## src/rtl/csa_bist_vector_gen.sv

```systemverilog
// BIST sequencer for the CSA 3x3 multiplier array: sweeps all 64 operand pairs and strobes the fault selector.
// Define CSA_BIST_LFSR_EN to source vectors from a 6-bit LFSR instead of a binary counter.
module csa_bist_vector_gen #(
  parameter int unsigned SETTLE = 1,
  parameter int unsigned PASSES = 1
) (
  input  logic       clk,
  input  logic       init,
  input  logic       start,
  output logic [2:0] op_a,
  output logic [2:0] op_b,
  output logic [5:0] desired_output,
  output logic       sel_init,
  output logic       sel_test,
  output logic [5:0] vec_idx,
  output logic       busy,
  output logic       done
);

  localparam int unsigned VEC_W  = 6;
  localparam int unsigned CNT_W  = 4;
  localparam int unsigned PASS_W = 3;
  localparam logic [VEC_W-1:0] LAST_VEC = 6'd63;

  typedef enum logic [2:0] {IDLE, CLR, APPLY, STROBE, DONE} state_t;

  state_t              state, state_d;
  logic [CNT_W-1:0]    settle_cnt, settle_d;
  logic [PASS_W-1:0]   pass_cnt, pass_d;
  logic [VEC_W-1:0]    vec_d, pair_d;
  logic [2:0]          op_a_d, op_b_d;
  logic [5:0]          desired_d;
  logic                sel_init_d, sel_test_d, busy_d, done_d;

`ifdef CSA_BIST_LFSR_EN
  localparam logic [VEC_W-1:0] SEED = 6'b000001;
  logic [VEC_W-1:0]    lfsr, lfsr_d;
`endif

  // Next-state, counters and next values of all registered outputs
  always_comb begin
    state_d  = state;
    vec_d    = vec_idx;
    pass_d   = pass_cnt;
    settle_d = settle_cnt;
`ifdef CSA_BIST_LFSR_EN
    lfsr_d   = lfsr;
`endif
    case (state)
      IDLE, DONE: begin
        if (start) begin
          state_d  = CLR;
          vec_d    = '0;
          pass_d   = '0;
          settle_d = CNT_W'(SETTLE);
`ifdef CSA_BIST_LFSR_EN
          lfsr_d   = SEED;
`endif
        end
      end
      CLR: state_d = APPLY;
      APPLY: begin
        if (settle_cnt == CNT_W'(1)) state_d = STROBE;
        else settle_d = settle_cnt - CNT_W'(1);
      end
      STROBE: begin
        settle_d = CNT_W'(SETTLE);
        if (vec_idx != LAST_VEC) begin
          state_d = APPLY;
          vec_d   = vec_idx + 6'd1;
`ifdef CSA_BIST_LFSR_EN
          lfsr_d  = {lfsr[4:0], lfsr[5] ^ lfsr[4]};
`endif
        end else if (pass_cnt != PASS_W'(PASSES - 1)) begin
          // new pass without a selector clear so faults keep accumulating
          state_d = APPLY;
          pass_d  = pass_cnt + PASS_W'(1);
          vec_d   = '0;
`ifdef CSA_BIST_LFSR_EN
          lfsr_d  = SEED;
`endif
        end else begin
          state_d = DONE;
        end
      end
      default: state_d = IDLE;
    endcase

`ifdef CSA_BIST_LFSR_EN
    pair_d = (vec_d == LAST_VEC) ? '0 : lfsr_d;
`else
    pair_d = vec_d;
`endif

    op_a_d = '0;
    op_b_d = '0;
    if (state_d == APPLY || state_d == STROBE) begin
      op_a_d = pair_d[5:3];
      op_b_d = pair_d[2:0];
    end
    desired_d  = 6'(op_a_d) * 6'(op_b_d);
    sel_init_d = (state_d == CLR);
    sel_test_d = (state_d == STROBE);
    busy_d     = (state_d == CLR) || (state_d == APPLY) || (state_d == STROBE);
    done_d     = (state_d == DONE);
  end

  // State, counters and registered outputs
  always_ff @(posedge clk or posedge init) begin
    if (init) begin
      state          <= IDLE;
      settle_cnt     <= '0;
      pass_cnt       <= '0;
      vec_idx        <= '0;
      op_a           <= '0;
      op_b           <= '0;
      desired_output <= '0;
      sel_init       <= 1'b0;
      sel_test       <= 1'b0;
      busy           <= 1'b0;
      done           <= 1'b0;
`ifdef CSA_BIST_LFSR_EN
      lfsr           <= '0;
`endif
    end else begin
      state          <= state_d;
      settle_cnt     <= settle_d;
      pass_cnt       <= pass_d;
      vec_idx        <= vec_d;
      op_a           <= op_a_d;
      op_b           <= op_b_d;
      desired_output <= desired_d;
      sel_init       <= sel_init_d;
      sel_test       <= sel_test_d;
      busy           <= busy_d;
      done           <= done_d;
`ifdef CSA_BIST_LFSR_EN
      lfsr           <= lfsr_d;
`endif
    end
  end

endmodule

```

## config.mk

```make
export PLATFORM = sky130hd
export DESIGN_NAME = csa_bist_vector_gen
export DESIGN_NICKNAME = d
export VERILOG_FILES = /design/src/rtl/csa_bist_vector_gen.sv
export SDC_FILE = /design/constraint.sdc
export NUM_CORES = 1
export LEC_CHECK = 0
export BUFFER_PORTS_ARGS = -buffer_cell sky130_fd_sc_hd__buf_2
export CORE_ASPECT_RATIO = 1.25
export CORE_MARGIN = 10
export CORE_UTILIZATION = 40
export CTS_BUF_LIST = sky130_fd_sc_hd__clkbuf_4
export DETAILED_ROUTE_END_ITERATION = 10
export GPL_TIMING_DRIVEN = 0
export PLACE_DENSITY_LB_ADDON = 0.12
export SLEW_MARGIN = 10
export SYNTH_ARGS = -nofsm -noshare
export SYNTH_HDL_FRONTEND = slang
export SYNTH_SLANG_ARGS = --single-unit
```

## constraint.sdc

```tcl
create_clock -name clk -period 5.2 [get_ports clk]
set_clock_uncertainty 0.15 [all_clocks]
set_input_delay 1.04 -clock clk [delete_from_list [all_inputs] [get_ports clk]]
set_output_delay 1.04 -clock clk [all_outputs]
set_load 0.01 [all_outputs]
```

==> key figures <==
Synth
  • FF+latch count, synth: 32
  • EDFF count, synth: 0
  • Top post-synthesis cells by count: dfrtp_1, inv_1, nor2_1
  • Post-synth top area share: 0.481
  • Register area share after synthesis: 0.481
  • Ys async rst share: 1.00
  • Synth top area cells: dfrtp_1, ha_1, inv_1
  • Top-count cell post-synth: dfrtp_1
  • Synthesized cell area: 0.00166 mm²
  • Syn Area/Cell: 10.5 µm²
  • Net Count, Synth: 173
  • Yosys top cell by area: dfrtp_1
  • Top_reg_cell synth: dfrtp_1
  • Synth unique cells: 46
  • Syn Inst Count: 158
  • Yosys warnings: 0

Clock network
  • CTS buffer count: 5
  • CTS root buf: clkbuf_4
  • Post-cts gate resize count: 0
  • Clk sinks: 32
  • Hold_buf cts: 0
  • H-Tree Depth: 2
  • Longest Clk Path Bufs: 2
  • Post-CTS Setup Repair Bufs: 0
  • Clock Latency Late Sink: 0.33 ns
  • TritonCTS clock tree: yes
  • Clock transition at path regs: 0.10 ns

Detailed routing
  • Pre-Repair DR Iteration Count: 4
  • Post-DRT Antenna Nets: 0
  • DRC Markers: 0
  • Vias post-DR: 1278
  • Total wire length: 3560 µm
  • Routed len/inst: 14.5 µm
  • Via-to-Cell Ratio: 5.20
  • Iter 0 DRT Violations: 65

Worst setup path
  • WS Path Type: primary input to flip-flop
  • Max FO, Critical Path: 9
  • CP endpoint: desired_output[4]$_DFF_PP0_
  • Critical path depth: 11
  • Arrival time at the worst endpoint: 3.74 ns
  • Crit-path cells: buf_2, or3b_1, buf_6, and3_2, a31oi_1, a211oi_1, fa_1, ha_1, inv_1, fa_1, xnor2_1
  • R2r startpoint: vec_idx[0]$_DFF_PP0_
  • CP peak stage delay: 0.58 ns
  • Crit start category: primary input
  • CP bufs+invs: 3
  • Required time of the critical path: 5.28 ns
  • Crit. End Element: flip-flop
  • R2R Path End: desired_output[4]$_DFF_PP0_
  • Crit path max-delay family: adder cells
  • Most used cell, CP: fa_1
  • Worst Setup SP: start
  • Slowest-stage cell, CP: fa_1
  • Flop2flop setup slack: 1.64 ns
  • FF-to-FF path depth: 11

Timing
  • Highest Clock Rate: 0.273 GHz
  • Worst-margin pin slew: 0.650 ns
  • Setup TNS: 0 ns
  • Period utilization: 0.705
  • Max-slew violations: 0
  • Crit path time final: 3.67 ns
  • Max-slew headroom at the worst pin: 0.566
  • Final setup fails: 0
  • Setup ws final: 1.53 ns
  • RSZ-0062 raised after global routing: no
  • Worst hold slack: 0.397 ns
  • Final Hold Viols: 0

Power
  • Clock share of power: 0.199
  • Worst VDD drop: 0.210 mV
  • P_leak: 1.01 nW
  • PD cells: 486 mW/mm²
  • Flop pwr share: 0.404
  • P_sw: 0.358 mW
  • Cell-internal power: 0.582 mW
  • Pwr Total: 0.940 mW
  • Logic pwr share: 0.397
  • Sw Ratio: 0.381

GRT
  • GRT overflow: 0
  • First-pass GRT wire length: 6150 µm
  • Gr usage total: 0.107
  • Largest net degree at the start of global routing: 33
  • Initial antenna violation count: 0
  • Vias in the first global route: 1338

Place
  • IO Port Bufs: 24
  • Placed Instance Area: 0.00185 mm²
  • Final HPWL DP: 2690 µm
  • RePlAce Congestion: 0.790
  • Dpl ws: 1.19 ns
  • DP Cell Count: 238

Floorplanning
  • Die span in y: 92.1 µm
  • Initial Util: 0.409
  • Horiz. Die Dim: 77.7 µm
  • DIE AREA: 0.00716 mm²
  • Core area: 0.00407 mm²
  • IO Pins: 25
  • Core Rows: 26

Cells and area
  • Fin util: 0.476
  • Area delta synth->final: 16.2%
  • Layout Nets: 204
  • # diodes: 0
  • Cell Count, Final, Fillers Out: 246
  • Design area: 0.00193 mm²
  • Share of layout cells above drive strength 1: 0.263

Min path
  • Min-delay worst type: flip-flop to flip-flop
  • Hold path start: pass_cnt[0]$_DFFE_PP0P_

Status
  • Status: finished clean

Job
  • MaxCap Viol Count: 0
[cell usage in the layout (no fill, tap or decap), types with 3 or more instances in the layout]
cell type	synthesis	final
nor3_1	5	5
nand2b_1	3	3
clkbuf_4	0	6
a211oi_1	5	5
o21ai_0	6	6
and3_2	3	3
inv_1	19	18
nor2_1	15	15
a21oi_1	4	4
nand2_1	5	5
buf_2	3	27
nand3_1	4	4
or3_1	3	3
ha_1	10	10
dfrtp_1	32	32
[how the worst min path moves through the flow]
stage	to	slack, ns	cells past startpoint
floorplan	pass_cnt[0]$_DFFE_PP0P_	0.34	1
global placement	pass_cnt[0]$_DFFE_PP0P_	0.36	1
detailed placement	pass_cnt[0]$_DFFE_PP0P_	0.38	1
CTS	pass_cnt[0]$_DFFE_PP0P_	0.40	1
global route	settle_cnt[3]$_DFFE_PP0P_	0.45	2
finish	pass_cnt[0]$_DFFE_PP0P_	0.40	1
[flip-flops by register name, summed over array words and instances, names as in the netlist]
register / cells
desired_output: 6
vec_idx: 6
settle_cnt: 4
op_a: 3
op_b: 3
pass_cnt: 3
state: 3
busy: 1
done: 1
sel_init: 1
sel_test: 1
[cell type report]
cell class / instances / area, µm²
Tap cell: 56 / 70.1
Multi-Input combinational cell: 101 / 746
Clock buffer: 6 / 45.0
Timing Repair Buffer: 24 / 120
Fill cell: 401 / 2130
Buffer: 5 / 30.0
Sequential cell: 32 / 801
Clock inverter: 2 / 35.0
Inverter: 20 / 87.6
[per-layer routing]
layer | share of wire | track usage | routed length, µm | vias to the layer above
met1 | 0.40 | 0.108 | 1410 | 626
met4 | 0.025 | 0.0503 | 89 | 0
met3 | 0.060 | 0.0459 | 215 | 7
met2 | 0.52 | 0.184 | 1850 | 27
li1 | - | - | - | 618
met5 | 0 | 0 | 0 | -
[power by group through the flow]
stage | Clock, mW | Sequential, mW | Combinational (mW)
floorplan | 0 | 0.398 | 0.236
global placement | 0 | 0.382 | 0.369
detailed placement | 0 | 0.384 | 0.378
CTS | 0.195 | 0.379 | 0.383
global route | 0.206 | 0.390 | 0.432
finish | 0.187 | 0.380 | 0.373
[kinds of logic after synthesis]
logic type,after synthesis,share of synthesized area
AO/OA/AOI/OAI,31,0.141
XOR/XNOR,2,0.0105
adder cells (fa/ha/maj),12,0.0992
buffers and inverters,25,0.0707
flip-flops,32,0.481
multiplexers,1,0.00602
AND/OR/NAND/NOR,55,0.192
Note: power is estimated with default switching activity, not from simulation.
